===== src/rtl/cmsdk_ahb_simple_master.sv =====
// Single-outstanding AHB-Lite initiator: valid/ready command/response to SINGLE transfers.
// Optional data-phase wait-state watchdog enabled by CMSDK_AHB_SIMPLE_MASTER_TIMEOUT_EN.
module cmsdk_ahb_simple_master #(
    parameter bit          BE             = 1'b0,
    parameter logic [3:0]  HPROT_VALUE    = 4'b0011,
    parameter int unsigned TIMEOUT_CYCLES = 256
) (
    input  logic        HCLK,
    input  logic        HRESET,
    input  logic        cmd_valid,
    output logic        cmd_ready,
    input  logic        cmd_write,
    input  logic [31:0] cmd_addr,
    input  logic [1:0]  cmd_size,
    input  logic [31:0] cmd_wdata,
    output logic        rsp_valid,
    input  logic        rsp_ready,
    output logic [31:0] rsp_rdata,
    output logic        rsp_err,
    output logic [31:0] HADDR,
    output logic [1:0]  HTRANS,
    output logic        HWRITE,
    output logic [2:0]  HSIZE,
    output logic [2:0]  HBURST,
    output logic [3:0]  HPROT,
    output logic        HMASTLOCK,
    output logic [31:0] HWDATA,
    input  logic [31:0] HRDATA,
    input  logic        HREADY,
    input  logic        HRESP,
    output logic        busy
`ifdef CMSDK_AHB_SIMPLE_MASTER_TIMEOUT_EN
    ,
    output logic        timeout_irq
`endif
);

    typedef enum logic [1:0] {IDLE, ADDR, DATA, RESP} state_t;

    localparam logic [1:0] TRANS_IDLE   = 2'b00;
    localparam logic [1:0] TRANS_NONSEQ = 2'b10;

    state_t      state_q, state_d;
    logic [1:0]  htrans_d;
    logic [31:0] haddr_d, hwdata_d, rsp_rdata_d, wlanes, rd_ext;
    logic        hwrite_d, rsp_err_d, cmd_ready_d, rsp_valid_d, busy_d;
    logic [2:0]  hsize_d;
    logic        accept, illegal, timed_out;
    logic [1:0]  byte_lane;
    logic        half_hi;

    assign HBURST    = 3'b000;
    assign HPROT     = HPROT_VALUE;
    assign HMASTLOCK = 1'b0;

    assign accept  = cmd_valid & cmd_ready;
    assign illegal = (cmd_size == 2'd3)
                   | ((cmd_size == 2'd1) & cmd_addr[0])
                   | ((cmd_size == 2'd2) & (|cmd_addr[1:0]));

    // Write data replicated across every lane the slave might sample
    always_comb begin
        case (cmd_size)
            2'd0:    wlanes = {4{cmd_wdata[7:0]}};
            2'd1:    wlanes = {2{cmd_wdata[15:0]}};
            default: wlanes = cmd_wdata;
        endcase
    end

    // Read lane extraction from the registered address/size of the open transfer
    always_comb begin
        byte_lane = HADDR[1:0] ^ {BE, BE};
        half_hi   = HADDR[1] ^ BE;
        case (HSIZE[1:0])
            2'd0:    rd_ext = {24'd0, HRDATA[{byte_lane, 3'b000} +: 8]};
            2'd1:    rd_ext = half_hi ? {16'd0, HRDATA[31:16]} : {16'd0, HRDATA[15:0]};
            default: rd_ext = HRDATA;
        endcase
    end

    always_comb begin
        state_d     = state_q;
        htrans_d    = HTRANS;
        haddr_d     = HADDR;
        hwrite_d    = HWRITE;
        hsize_d     = HSIZE;
        hwdata_d    = HWDATA;
        rsp_rdata_d = rsp_rdata;
        rsp_err_d   = rsp_err;
        case (state_q)
            IDLE: begin
                if (accept) begin
                    if (illegal) begin
                        state_d     = RESP;
                        rsp_err_d   = 1'b1;
                        rsp_rdata_d = 32'd0;
                    end else begin
                        state_d  = ADDR;
                        htrans_d = TRANS_NONSEQ;
                        haddr_d  = cmd_addr;
                        hwrite_d = cmd_write;
                        hsize_d  = {1'b0, cmd_size};
                        hwdata_d = cmd_write ? wlanes : 32'd0;
                    end
                end
            end
            ADDR: begin
                if (HREADY) begin
                    state_d  = DATA;
                    htrans_d = TRANS_IDLE;
                end
            end
            DATA: begin
                if (HREADY) begin
                    state_d     = RESP;
                    rsp_err_d   = HRESP | timed_out;
                    rsp_rdata_d = (HWRITE || HRESP || timed_out) ? 32'd0 : rd_ext;
                end
            end
            RESP: begin
                if (rsp_ready) state_d = IDLE;
            end
            default: state_d = IDLE;
        endcase
        cmd_ready_d = (state_d == IDLE);
        rsp_valid_d = (state_d == RESP);
        busy_d      = (state_d != IDLE);
    end

    always_ff @(posedge HCLK) begin
        if (HRESET) begin
            state_q   <= IDLE;
            HTRANS    <= TRANS_IDLE;
            HADDR     <= 32'd0;
            HWRITE    <= 1'b0;
            HSIZE     <= 3'd0;
            HWDATA    <= 32'd0;
            cmd_ready <= 1'b1;
            rsp_valid <= 1'b0;
            rsp_rdata <= 32'd0;
            rsp_err   <= 1'b0;
            busy      <= 1'b0;
        end else begin
            state_q   <= state_d;
            HTRANS    <= htrans_d;
            HADDR     <= haddr_d;
            HWRITE    <= hwrite_d;
            HSIZE     <= hsize_d;
            HWDATA    <= hwdata_d;
            cmd_ready <= cmd_ready_d;
            rsp_valid <= rsp_valid_d;
            rsp_rdata <= rsp_rdata_d;
            rsp_err   <= rsp_err_d;
            busy      <= busy_d;
        end
    end

`ifdef CMSDK_AHB_SIMPLE_MASTER_TIMEOUT_EN
    localparam int unsigned CW = $clog2(TIMEOUT_CYCLES + 1);

    logic [CW-1:0] wait_cnt, wait_cnt_d;
    logic          timed_out_d, irq_d;

    // Wait-state watchdog: saturates once tripped, transfer still waits for HREADY
    always_comb begin
        wait_cnt_d  = wait_cnt;
        timed_out_d = timed_out;
        irq_d       = timeout_irq;
        if (state_q == IDLE && accept) begin
            wait_cnt_d  = '0;
            timed_out_d = 1'b0;
            irq_d       = 1'b0;
        end else if ((state_q == ADDR || state_q == DATA) && !HREADY && !timed_out) begin
            wait_cnt_d = wait_cnt + CW'(1);
            if (wait_cnt_d == CW'(TIMEOUT_CYCLES)) begin
                timed_out_d = 1'b1;
                irq_d       = 1'b1;
            end
        end
    end

    always_ff @(posedge HCLK) begin
        if (HRESET) begin
            wait_cnt    <= '0;
            timed_out   <= 1'b0;
            timeout_irq <= 1'b0;
        end else begin
            wait_cnt    <= wait_cnt_d;
            timed_out   <= timed_out_d;
            timeout_irq <= irq_d;
        end
    end
`else
    logic [31:0] timeout_unused;
    assign timeout_unused = 32'(TIMEOUT_CYCLES);
    assign timed_out      = 1'b0;
`endif

endmodule


===== config.mk =====
export PLATFORM = sky130hd
export DESIGN_NAME = cmsdk_ahb_simple_master
export DESIGN_NICKNAME = d
export VERILOG_FILES = /design/src/rtl/cmsdk_ahb_simple_master.sv
export SDC_FILE = /design/constraint.sdc
export NUM_CORES = 1
export LEC_CHECK = 0
export BUFFER_PORTS_ARGS = -buffer_cell sky130_fd_sc_hd__buf_4
export CAP_MARGIN = 40
export CELL_PAD_IN_SITES_DETAIL_PLACEMENT = 1
export CELL_PAD_IN_SITES_GLOBAL_PLACEMENT = 1
export CORE_UTILIZATION = 35
export DETAILED_ROUTE_END_ITERATION = 10
export PLACE_DENSITY_LB_ADDON = 0.12
export REMOVE_ABC_BUFFERS = 1
export SYNTH_ARGS = -nofsm -noshare
export SYNTH_HDL_FRONTEND = slang
export SYNTH_SLANG_ARGS = --single-unit

===== constraint.sdc =====
create_clock -name HCLK -period 2.59 [get_ports HCLK]
set_input_delay 0 -clock HCLK [delete_from_list [all_inputs] [get_ports HCLK]]
set_output_delay 0 -clock HCLK [all_outputs]
set_load 0.02 [all_outputs]

==> key figures, run 1 <==
Pwr
  • Max IR drop VDD: 0.3150 mV
  • P_leak: 3.089 nW
  • Pwr Total: 4.364 mW
  • P per Cell Area: 592.6 nW/um^2

Clock network
  • Postcts setup bufs: 0
  • Root Buffer: clkbuf_16
  • CTS tree: yes
  • Clock sink count: 106
  • Max H-tree Level: 3
  • Clock buffer depth: 2
  • Clock Pin Slew Worst Setup and Hold Paths: 0.07 ns
  • CTS Buf Count: 9
  • Worst skew pair latency: 0.36 ns

Final layout
  • Layout area overhead: 57.39%
  • Final nets: 933
  • Commonest non-fill, non-tap cell in the layout: buf_4
  • Multi-input logic area: 2313 sq um
  • Most frequent cells in the layout: buf_4, nand2_1, dfxtp_1, a21oi_1, dlygate4sd3_1
  • Final instance area: 7363 sq um
  • Share of post-route cells with drive strength above 1: 31.33%
  • Storage element area: 2122 sq um
  • # fillers: 1,532

GRT
  • Initial antenna violation count: 1
  • M2 GR Usage: 45.22%
  • Largest net degree at the start of global routing: 44
  • First-pass GRT wire length: 28.04 mm
  • Most used routing layer: met2
  • Total gr overflow: 0
  • Vias in the first global route: 5,512
  • Global-route usage over all layers: 25.54%
  • GR Layer Usage met1: 28.09%
  • Grt met3 use: 7.219%

Placement
  • Port bufs: 208
  • Dpl cell area: 6330 sq um
  • RD Place Congestion: 0.8056
  • Pre-CTS setup slack: 0.6569 ns
  • Final HPWL DP: 11.10 mm

Logic synthesis
  • Syn avg cell area: 8.150 sq um
  • Share of async-settable or async-resettable flops after synthesis: 0%
  • Register bit total from synthesis: 106
  • Sequential fraction of the synthesis area: 45.36%
  • Ys Warns: 0
  • Post-Syn Area: 4678 sq um
  • Top_reg_cell synth: dfxtp_1
  • Distinct cells, synth: 40
  • EDFF count, synth: 0
  • Post-Synthesis Cells: 574

Setup path
  • Setup crit start kind: flop
  • Critical path capture point type: flop
  • Setup CP Type: flop to flop
  • Critical Path RT: 2.88 ns
  • Max FO, Critical Path: 8
  • Critical Path AT: 2.24 ns

Hold path
  • Hold WC Path Type: primary input to flop

Routing
  • Drt first pass iters: 4
  • Routed len/inst: 17.51 um
  • Number of DRC markers in iteration 0: 245
  • Final WL: 17.62 mm
  • Post-DR vias/cell: 5.188
  • Final ANT Viol Nets: 0
  • Vias post-DR: 5,219
  • Residual DRC: 0

Status
  • Status: completed

Floorplan
  • Die area: 13,830 sq um
  • Ports: 219
  • Core region area: 12,820 sq um
  • Vert. Die Dim: 117.6 um
  • Row Count: 41
  • Initial Util: 36.48%
  • Horiz. Die Dim: 117.6 um

Run
  • Max cap viols: 0

STA
  • Final setup vio count: 0
  • Post-layout minimum cycle time: 1.949 ns
  • FMAX: 513.0 MHz
  • RSZ-0062 raised after global routing: false
  • Fin. Hold Viols: 0
  • Final Max Slew Viols: 0
  • Setup Skew: 0.007855 ns
  • Worst-Margin Slew: 0.7974 ns
  • Fin crit share: 75.26%
  • Final worst slack: 0.6406 ns
  • Max-slew headroom: 46.64%
## synth_stat cells, types with 2 or more instances
| cell | count | area share (%) |
|---|---|---|
| a211o_1 | 9 | 1.7 |
| a21o_1 | 9 | 1.4 |
| a21oi_1 | 87 | 9.3 |
| buf_1 | 5 | 0.40 |
| buf_2 | 12 | 1.3 |
| buf_4 | 10 | 1.6 |
| buf_6 | 2 | 0.48 |
| clkbuf_1 | 29 | 2.3 |
| conb_1 | 2 | 0.16 |
| dfxtp_1 | 106 | 45 |
| inv_1 | 3 | 0.24 |
| mux2_2 | 16 | 3.9 |
| mux2i_1 | 8 | 1.7 |
| nand2_1 | 128 | 10 |
| nand2b_1 | 2 | 0.27 |
| nand3_1 | 49 | 5.2 |
| nand3b_1 | 10 | 1.6 |
| nor2_1 | 3 | 0.24 |
| nor2b_1 | 10 | 1.3 |
| nor3b_1 | 8 | 1.3 |
| o2111ai_1 | 8 | 1.5 |
| o21ai_0 | 33 | 3.5 |
| o2bb2ai_1 | 8 | 1.5 |
## area by class of cell
class	instances	area share, %
repair buffers	293	32.52
multi-input cells	414	31.42
clock inverters	7	1.020
clock buffers	9	3.059
inverters	4	0.2039
well taps	172	2.923
diodes	1	0.03398
flip-flops and latches	106	28.82
## routing by layer
| layer | vias to the layer above | routed length (um) |
|---|---|---|
| met5 | - | 0 |
| met4 | 0 | 621 |
| met3 | 43 | 1166 |
| met2 | 197 | 8721 |
| met1 | 2500 | 7110 |
| li1 | 2479 | - |
## cells by family after synthesis
kind of cell / synth area share [%]
simple gates: 22.17
compound gates: 20.33
flops: 45.36
buf+inv: 6.419
mux: 5.563
other cells: 0.1605
## worst paths after layout
| check | cells after the start | end | from | slack (ns) |
|---|---|---|---|---|
| hold / removal | 3 | HSIZE[0] | cmd_size[0] | 0.02 |
| setup reg to reg | 4 | rsp_rdata[1] | state_q[1] | 0.64 |
| hold reg to reg | 2 | HWDATA[17] | HWDATA[17] | 0.45 |
| setup / recovery | 4 | rsp_rdata[1] | state_q[1] | 0.64 |
## through the flow
stage          hold WS [ns]  cells  TNS, ns  utilization [%]
5_1_grt             0.02314   1006        0            57.41
2_1_floorplan       0.06907    524   -4.816                -
4_1_cts            0.006604   1005        0            57.40
3_5_place_dp         0.2373    916        0            49.36
6_report            0.01510   1006        0            57.41
3_3_place_gp         0.2269    916        0            49.36
## worst max-delay path, cell delays in order (launching register included)
cell	delay, ns
dfxtp_1	0.43
or4b_4	0.54
nor3b_2	0.48
o21ai_0	0.24
o2bb2ai_1	0.19
## flip-flops by register name, summed over array words and instances (netlist names)
signal,flops
HADDR,32
cmd_ready,1
rsp_rdata,32
busy,1
HWRITE,1
rsp_err,1
state_q,2
HTRANS,1
rsp_valid,1
HWDATA,32
HSIZE,2
## power breakdown
| group | switching [mW] | total, mW | internal (mW) |
|---|---|---|---|
| clock | 0.657 | 1.41 | 0.755 |
| sequential | 0.0815 | 1.82 | 1.74 |
| combinational | 0.647 | 1.13 | 0.485 |
## repair_timing
| item | CTS | global route |
|---|---|---|
| hold endpoints to repair | 73 | 0 |
| resized for setup | 0 | 0 |
| hold buffers | 73 | 0 |
Note: power is estimated with default switching activity, not from simulation.
==> run 2, diff against run 1 <==
--- a/config.mk
+++ b/config.mk
@@ -5,11 +5,12 @@
 export SDC_FILE = /design/constraint.sdc
 export NUM_CORES = 1
 export LEC_CHECK = 0
+export ABC_AREA = 1
 export BUFFER_PORTS_ARGS = -buffer_cell sky130_fd_sc_hd__buf_4
 export CAP_MARGIN = 40
 export CELL_PAD_IN_SITES_DETAIL_PLACEMENT = 1
 export CELL_PAD_IN_SITES_GLOBAL_PLACEMENT = 1
-export CORE_UTILIZATION = 35
+export CORE_UTILIZATION = 28
 export DETAILED_ROUTE_END_ITERATION = 10
 export PLACE_DENSITY_LB_ADDON = 0.12
 export REMOVE_ABC_BUFFERS = 1
==> constraint.sdc (replaced) <==
create_clock -name HCLK -period 1.7 [get_ports HCLK]
set_input_delay 0 -clock HCLK [delete_from_list [all_inputs] [get_ports HCLK]]
set_output_delay 0 -clock HCLK [all_outputs]
set_load 0.02 [all_outputs]
==> run 2 against run 1 <==
- first-iteration DRC count shrank 20%
- utilization is 13 points lower
- critical path depth increased by 6
- count of clock-buffer cells in the layout did not move
- clock skew down 0.0018 ns
==> key figures, run 2 <==
Final layout
  • Storage element area: 2122 sq um (unchanged)
  • Final nets: 1,063 (+14%)
  • Most frequent cells in the layout: buf_4, nor2_1, nand2_1, dfxtp_1, o21ai_0
  • # fillers: 2,060 (+34%)
  • Commonest non-fill, non-tap cell in the layout: buf_4
  • Layout area overhead: 54.68%
  • Ant diodes: 0 (-1)
  • Final instance area: 7320 sq um (-0.59%)
  • Multi-input logic area: 2243 sq um (-3.0%)
  • Share of post-route cells with drive strength above 1: 26.17% (-5.2 points)
  • Top Registers: HADDR x32, HWDATA x32, rsp_rdata x32

Logic synthesis
  • Adder-Cell Fraction of Synth Area: 0% (unchanged)
  • Leading cell types by count after synthesis: nor2_1, nand2_1, dfxtp_1
  • Most common cell in the synthesized netlist: nor2_1
  • Post-Synth Simple-Gate Area: 31.28% (+9.1 points)
  • Ys Warns: 0 (unchanged)
  • Post-Synthesis Cells: 708 (+23%)
  • EDFF count, synth: 0 (unchanged)
  • Synth top area share: 44.84% (-0.52 points)
  • Post-Syn Area: 4732 sq um (+1.2%)
  • Synth top area cells: dfxtp_1, nor2_1, nand2_1
  • Register bit total from synthesis: 106 (unchanged)
  • Distinct cells, synth: 27 (-33%)
  • Post-Synth XOR/XNOR Area: 0% (unchanged)
  • Sequential fraction of the synthesis area: 44.84% (-0.52 points)
  • Largest family of logic cells by synthesized area: simple AND/OR/NAND/NOR gates
  • Leading area contributor after synthesis: dfxtp_1
  • Share of async-settable or async-resettable flops after synthesis: 0% (unchanged)
  • Syn avg cell area: 6.684 sq um (-18%)
  • Post-synthesis mux area share: 0% (-5.6 points)
  • Top_reg_cell synth: dfxtp_1
  • Compound-Gate Fraction of Synth Area: 15.34% (-5.0 points)

Routing
  • Routed len/inst: 14.88 um (-15%)
  • Number of DRC markers in iteration 0: 196 (-20%)
  • Drt first pass iters: 6 (+2)
  • Residual DRC: 0 (unchanged)
  • Post-DR vias/cell: 4.522 (-13%)
  • Final ANT Viol Nets: 0 (unchanged)
  • Vias post-DR: 5,349 (+2.5%)
  • Final WL: 17.60 mm (-0.12%)

Clock network
  • Worst skew pair latency: 0.34 ns (-0.02 ns)
  • CTS tree: yes
  • Postcts setup bufs: 0 (unchanged)
  • Clock buffer depth: 2 (unchanged)
  • Hold_buf cts: 52 (-29%)
  • Root Buffer: clkbuf_16
  • Max H-tree Level: 3 (unchanged)
  • Clock Pin Slew Worst Setup and Hold Paths: 0.08 ns (about the same)
  • CTS resizes: 0 (unchanged)
  • CTS Buf Count: 9 (unchanged)
  • Clock sink count: 106 (unchanged)

Setup path
  • Critical Path AT: 1.71 ns (-0.53 ns)
  • Setup CP Type: flop to flop
  • Max FO, Critical Path: 37 (+29)
  • Setup crit start kind: flop
  • Reg-to-Reg Start: state_q[1]
  • Critical path capture point type: flop
  • Critical Path RT: 1.93 ns (-0.95 ns)
  • Critical Path Source: state_q[1]

Pwr
  • P per Cell Area: 1069 nW/um^2 (+80%)
  • Max IR drop VDD: 0.6190 mV (+96%)
  • P_leak: 3.408 nW (+10%)
  • Pwr Total: 7.822 mW (+79%)

Placement
  • Port bufs: 208 (unchanged)
  • Final HPWL DP: 12.90 mm (+16%)
  • Dpl cell area: 6520 sq um (+3.0%)
  • Pre-CTS setup slack: 0.2256 ns (-0.4313 ns)
  • RD Place Congestion: 0.8180 (+1.5%)

STA
  • Post-layout minimum cycle time: 1.485 ns (-0.4641 ns)
  • Fin. Hold Viols: 0 (unchanged)
  • FMAX: 673.3 MHz (+31%)
  • Setup Skew: 0.006007 ns (-0.001848 ns)
  • RSZ-0062 raised after global routing: false
  • Final worst slack: 0.2147 ns (-0.4259 ns)
  • Fin crit share: 87.37% (+12 points)
  • Final setup vio count: 0 (unchanged)
  • Final Max Slew Viols: 0 (unchanged)
  • Setup_tns: 0 ns (unchanged)

Floorplan
  • Vert. Die Dim: 132 um (+12%)
  • Ports: 219 (unchanged)
  • Horiz. Die Dim: 132 um (+12%)
  • Core region area: 16,520 sq um (+29%)
  • Initial Util: 28.64% (-7.8 points)
  • Row Count: 47 (+15%)
  • Die area: 17,420 sq um (+26%)

GRT
  • Global-route usage over all layers: 20.23% (-5.3 points)
  • Vias in the first global route: 5,430 (-1.5%)
  • M2 GR Usage: 34.86% (-10 points)
  • Total gr overflow: 0 (unchanged)
  • GR Layer Usage met1: 25.79% (-2.3 points)
  • Grt met3 use: 3.499% (-3.7 points)
  • Largest net degree at the start of global routing: 51 (+16%)
  • Initial antenna violation count: 0 (-1)
  • First-pass GRT wire length: 28.20 mm (+0.57%)
  • Most used routing layer: met2

Run
  • Max cap viols: 0 (unchanged)

Hold path
  • Hold WC Path Type: primary input to flop
  • Min-delay src: HRDATA[26]

Status
  • Status: completed
==> run 2: changes by cell type in the layout (fill, tap and decap cells not counted), moves of 9 or more <==
cell	change
a211o_1	-9
dlygate4sd3_1	-21
o21ai_1	+20
nand3b_1	-9
nand2_1	+54
o21ai_0	+27
nand3_1	-44
a21oi_1	-39
a21o_1	-9
inv_1	+25
nor2_1	+183
mux2_2	-16
nor2b_1	-10
==> run 2: power breakdown <==
| group | internal [mW] | switching, mW | total [mW] | leakage, nW |
|---|---|---|---|---|
| clock | 1.01 | 1.01 | 2.02 | 0.128 |
| combinational | 1.13 | 1.63 | 2.76 | 2.42 |
| sequential | 2.83 | 0.211 | 3.05 | 0.864 |
| total | 4.97 | 2.85 | 7.82 | 3.41 |
==> run 2: logic make-up after synthesis <==
family / after synthesis
buf+inv: 79
compound gates: 139
flops: 106
simple gates: 382
other cells: 2
==> run 2: worst max-delay path: stages, from the launching register on <==
cell and delay, ns:
dfxtp_1 0.45, inv_2 0.05, nor2_2 0.12, nand2_1 0.06, nand2_1 0.08, nand2_1 0.08, inv_2 0.08, buf_12 0.19
nand2_1 0.08, o21ai_1 0.09, nor2_1 0.06
==> run 2: metrics by stage <==
| step | hold slack [ns] | util [%] | cells |
|---|---|---|---|
| 2_1_floorplan | 0.06907 | - | 669 |
| 3_3_place_gp | 0.2517 | 39.46 | 1115 |
| 3_5_place_dp | 0.2697 | 39.46 | 1115 |
| 4_1_cts | 0.0003280 | 44.29 | 1183 |
| 5_1_grt | 0.03018 | 44.29 | 1183 |
| 6_report | 0.01029 | 44.29 | 1183 |
==> run 2: final cells by class <==
cell class | instances | share of cell area, %
clock buffers | 9 | 3.077
inverters | 32 | 1.641
clock inverters | 7 | 0.7350
multi-input cells | 531 | 30.65
repair buffers | 278 | 31.15
flip-flops and latches | 106 | 28.99
well taps | 220 | 3.761
==> run 2: worst paths after layout <==
check                                endpoint  slack, ns  cells past startpoint
worst min register to register      HWDATA[7]       0.47                      2
worst max-delay path            rsp_rdata[30]       0.21                     10
worst max register to register  rsp_rdata[30]       0.21                     10
worst min-delay path            rsp_rdata[26]       0.01                      5
==> run 2: layer usage <==
metal / vias to the layer above / share of wire (%)
met1: 2486 / 47
met2: 146 / 48
met3: 8 / 4.7
li1: 2709 / -
met5: - / 0
met4: 0 / 0.77
==> run 3, diff against run 2 <==
--- a/config.mk
+++ b/config.mk
@@ -10,7 +10,8 @@
 export CAP_MARGIN = 40
 export CELL_PAD_IN_SITES_DETAIL_PLACEMENT = 1
 export CELL_PAD_IN_SITES_GLOBAL_PLACEMENT = 1
-export CORE_UTILIZATION = 28
+export CORE_UTILIZATION = 32
+export CTS_BUF_LIST = sky130_fd_sc_hd__clkbuf_2 sky130_fd_sc_hd__clkbuf_4 sky130_fd_sc_hd__clkbuf_8
 export DETAILED_ROUTE_END_ITERATION = 10
 export PLACE_DENSITY_LB_ADDON = 0.12
 export REMOVE_ABC_BUFFERS = 1
==> constraint.sdc (replaced) <==
create_clock -name HCLK -period 1.4 [get_ports HCLK]
set_input_delay 0 -clock HCLK [delete_from_list [all_inputs] [get_ports HCLK]]
set_output_delay 0 -clock HCLK [all_outputs]
set_load 0.02 [all_outputs]
==> run 3 against run 2 <==
- the flow now finishes with violations (setup timing)
- final area rose by 12%
- count of clock-buffer cells in the layout grew 2
- utilization up 12 points
- first-iteration DRC count up 47%
- via count increased by 8.4%
- wire length grew 15%
- sequential power increased by 23%
- critical endpoint is now HWDATA[15]
==> key figures, run 3 (synthesis results as in run 2) <==
Status
  • Status: finished, violations left
  • Failing checks: setup timing

Final layout
  • Storage element area: 2141 sq um (+0.88%)
  • Most frequent cells in the layout: buf_4, nand2_1, nor2_1, dfxtp_1, dlygate4sd3_1
  • Ant diodes: 0 (unchanged)
  • Top Registers: HADDR x32, HWDATA x32, rsp_rdata x32
  • # fillers: 1,786 (-13%)
  • Multi-input logic area: 2567 sq um (+14%)
  • Commonest non-fill, non-tap cell in the layout: buf_4
  • Share of post-route cells with drive strength above 1: 35.04% (+8.9 points)
  • Final nets: 1,116 (+5.0%)
  • Layout area overhead: 73.43%
  • Final std cells w/o fill: 1,200 (+1.4%)

STA
  • Final setup vio count: 6 (+6)
  • Final Max Slew Viols: 0 (unchanged)
  • FMAX: 695.2 MHz (+3.3%)
  • WHS: 0.01810 ns (+0.007806 ns)
  • Post-layout minimum cycle time: 1.438 ns (-0.04678 ns)
  • Setup Skew: 0.01480 ns (+0.008795 ns)
  • Setup_tns: -0.07632 ns (-0.07632 ns)
  • RSZ-0062 raised after global routing: true
  • Final worst slack: -0.03848 ns (-0.2532 ns)
  • Fin. Hold Viols: 0 (unchanged)
  • Fin crit share: 102.7% (+15 points)

GRT
  • Global-route usage over all layers: 23.96% (+3.7 points)
  • Initial antenna violation count: 0 (unchanged)
  • Vias in the first global route: 5,809 (+7.0%)
  • First-pass GRT wire length: 28.35 mm (+0.54%)
  • Total gr overflow: 0 (unchanged)
  • Largest net degree at the start of global routing: 55 (+7.8%)

Placement
  • Placed Cells: 1,090 (-2.2%)
  • Pre-CTS setup slack: -0.05742 ns (-0.2830 ns)
  • Final HPWL DP: 12.70 mm (-1.5%)
  • Port bufs: 208 (unchanged)
  • RD Place Congestion: 0.8533 (+4.3%)

Clock network
  • Clock buffer depth: 2 (unchanged)
  • Clock Pin Slew Worst Setup and Hold Paths: 0.12 ns (+0.04 ns)
  • Max H-tree Level: 3 (unchanged)
  • Worst skew pair latency: 0.39 ns (+0.05 ns)
  • Root Buffer: clkbuf_8
  • Clock sink count: 106 (unchanged)
  • CTS tree: yes
  • CTS Buf Count: 9 (unchanged)

Pwr
  • P_leak: 3.758 nW (+10%)
  • Max IR drop VDD: 0.7183 mV (+16%)
  • P per Cell Area: 1220 nW/um^2 (+14%)

Floorplan
  • Vert. Die Dim: 123.6 um (-6.4%)
  • Initial Util: 32.68% (+4.0 points)
  • Horiz. Die Dim: 123.6 um (-6.4%)
  • Row Count: 44 (-6.4%)
  • Die area: 15,280 sq um (-12%)
  • Ports: 219 (unchanged)
  • Core region area: 14,480 sq um (-12%)

Setup path
  • Reg2Reg Setup Slack: -0.04 ns (-0.25 ns)
  • Max FO, Critical Path: 6 (-84%)
  • Setup CP Type: flop to flop
  • Critical path capture point type: flop
  • Critical Path AT: 1.77 ns (+0.06 ns)
  • Critical Path RT: 1.73 ns (-0.20 ns)
  • Setup crit start kind: flop

Routing
  • Drt first pass iters: 5 (-1)
  • Routed len/inst: 16.92 um (+14%)
  • Vias post-DR: 5,798 (+8.4%)
  • Residual DRC: 0 (unchanged)
  • Post-DR vias/cell: 4.832 (+6.9%)
  • Final WL: 20.31 mm (+15%)
  • Number of DRC markers in iteration 0: 288 (+47%)
  • Final ANT Viol Nets: 0 (unchanged)

Run
  • Max cap viols: 0 (unchanged)

Hold path
  • Hold WC Path Type: primary input to flop
-- run 3: cell count changes in the layout (fill, tap and decap cells not counted), sizes merged --
cell         before  now
clkbuf            9   17
inv              34   32
clkinvlp          3    1
clkinv            2    3
buf             226  247
bufinv            0    1
dlygate4sd3      52   78
-- run 3: critical path, cell delays in order, from the launching register on --
cell and delay, ns:
dfxtp_4 0.38, nor3_4 0.28, buf_6 0.15, nand3_4 0.10, inv_6 0.12, clkbuf_16 0.17, nand3_2 0.07, a21oi_2 0.14
-- run 3: layer usage --
layer / part of all wire [%] / GRT usage (%) / vias up
li1: - / - / 2823
met3: 5.4 / 4.762 / 37
met5: 0 / 0 / -
met4: 2.5 / 10.09 / 0
met2: 49 / 40.90 / 189
met1: 43 / 29.20 / 2749
-- run 3: path summary, 6_finish.rpt --
| path | startpoint | depth (start not counted) | to |
|---|---|---|---|
| min | cmd_wdata[25] | 5 | HWDATA[25] |
| min reg2reg | HWDATA[23] | 2 | HWDATA[23] |
| max | state_q[1] | 7 | HWDATA[15] |
| max reg2reg | state_q[1] | 7 | HWDATA[15] |
-- run 3: layout make-up --
class                   instances  share of cell area, %
clock buffers                  11                  1.769
clock inverters                 5                 0.7471
inverters                      32                  1.723
multi-input cells             531                  31.29
flip-flops and latches        106                  26.09
well taps                     184                  2.805
repair buffers                331                  35.58
-- run 3: what timing repair did --
| action | CTS | global route |
|---|---|---|
| hold endpoints to repair | 78 | 0 |
| endpoints found under the setup margin | 61 | 92 |
| hold buffers | 78 | 0 |
| setup buffers | 5 | 3 |
| gates resized for setup | 16 | 147 |
| cloned | 0 | 8 |
| pin swaps | 0 | 33 |
-- run 3: metrics by stage --
step	util (%)	power [mW]	area (sq um)
6_report	56.68	10.01	8207
4_1_cts	52.78	9.446	7642
3_3_place_gp	45.46	7.036	6583
2_1_floorplan	-	5.422	4486
3_5_place_dp	45.46	7.152	6583
5_1_grt	56.68	10.55	8207
-- run 3: where the power goes --
part / internal (mW) / switching, mW / leakage [nW]
sequential: 3.46 / 0.283 / 0.867
clock: 0.912 / 1.15 / 0.108
combinational: 1.85 / 2.36 / 2.78
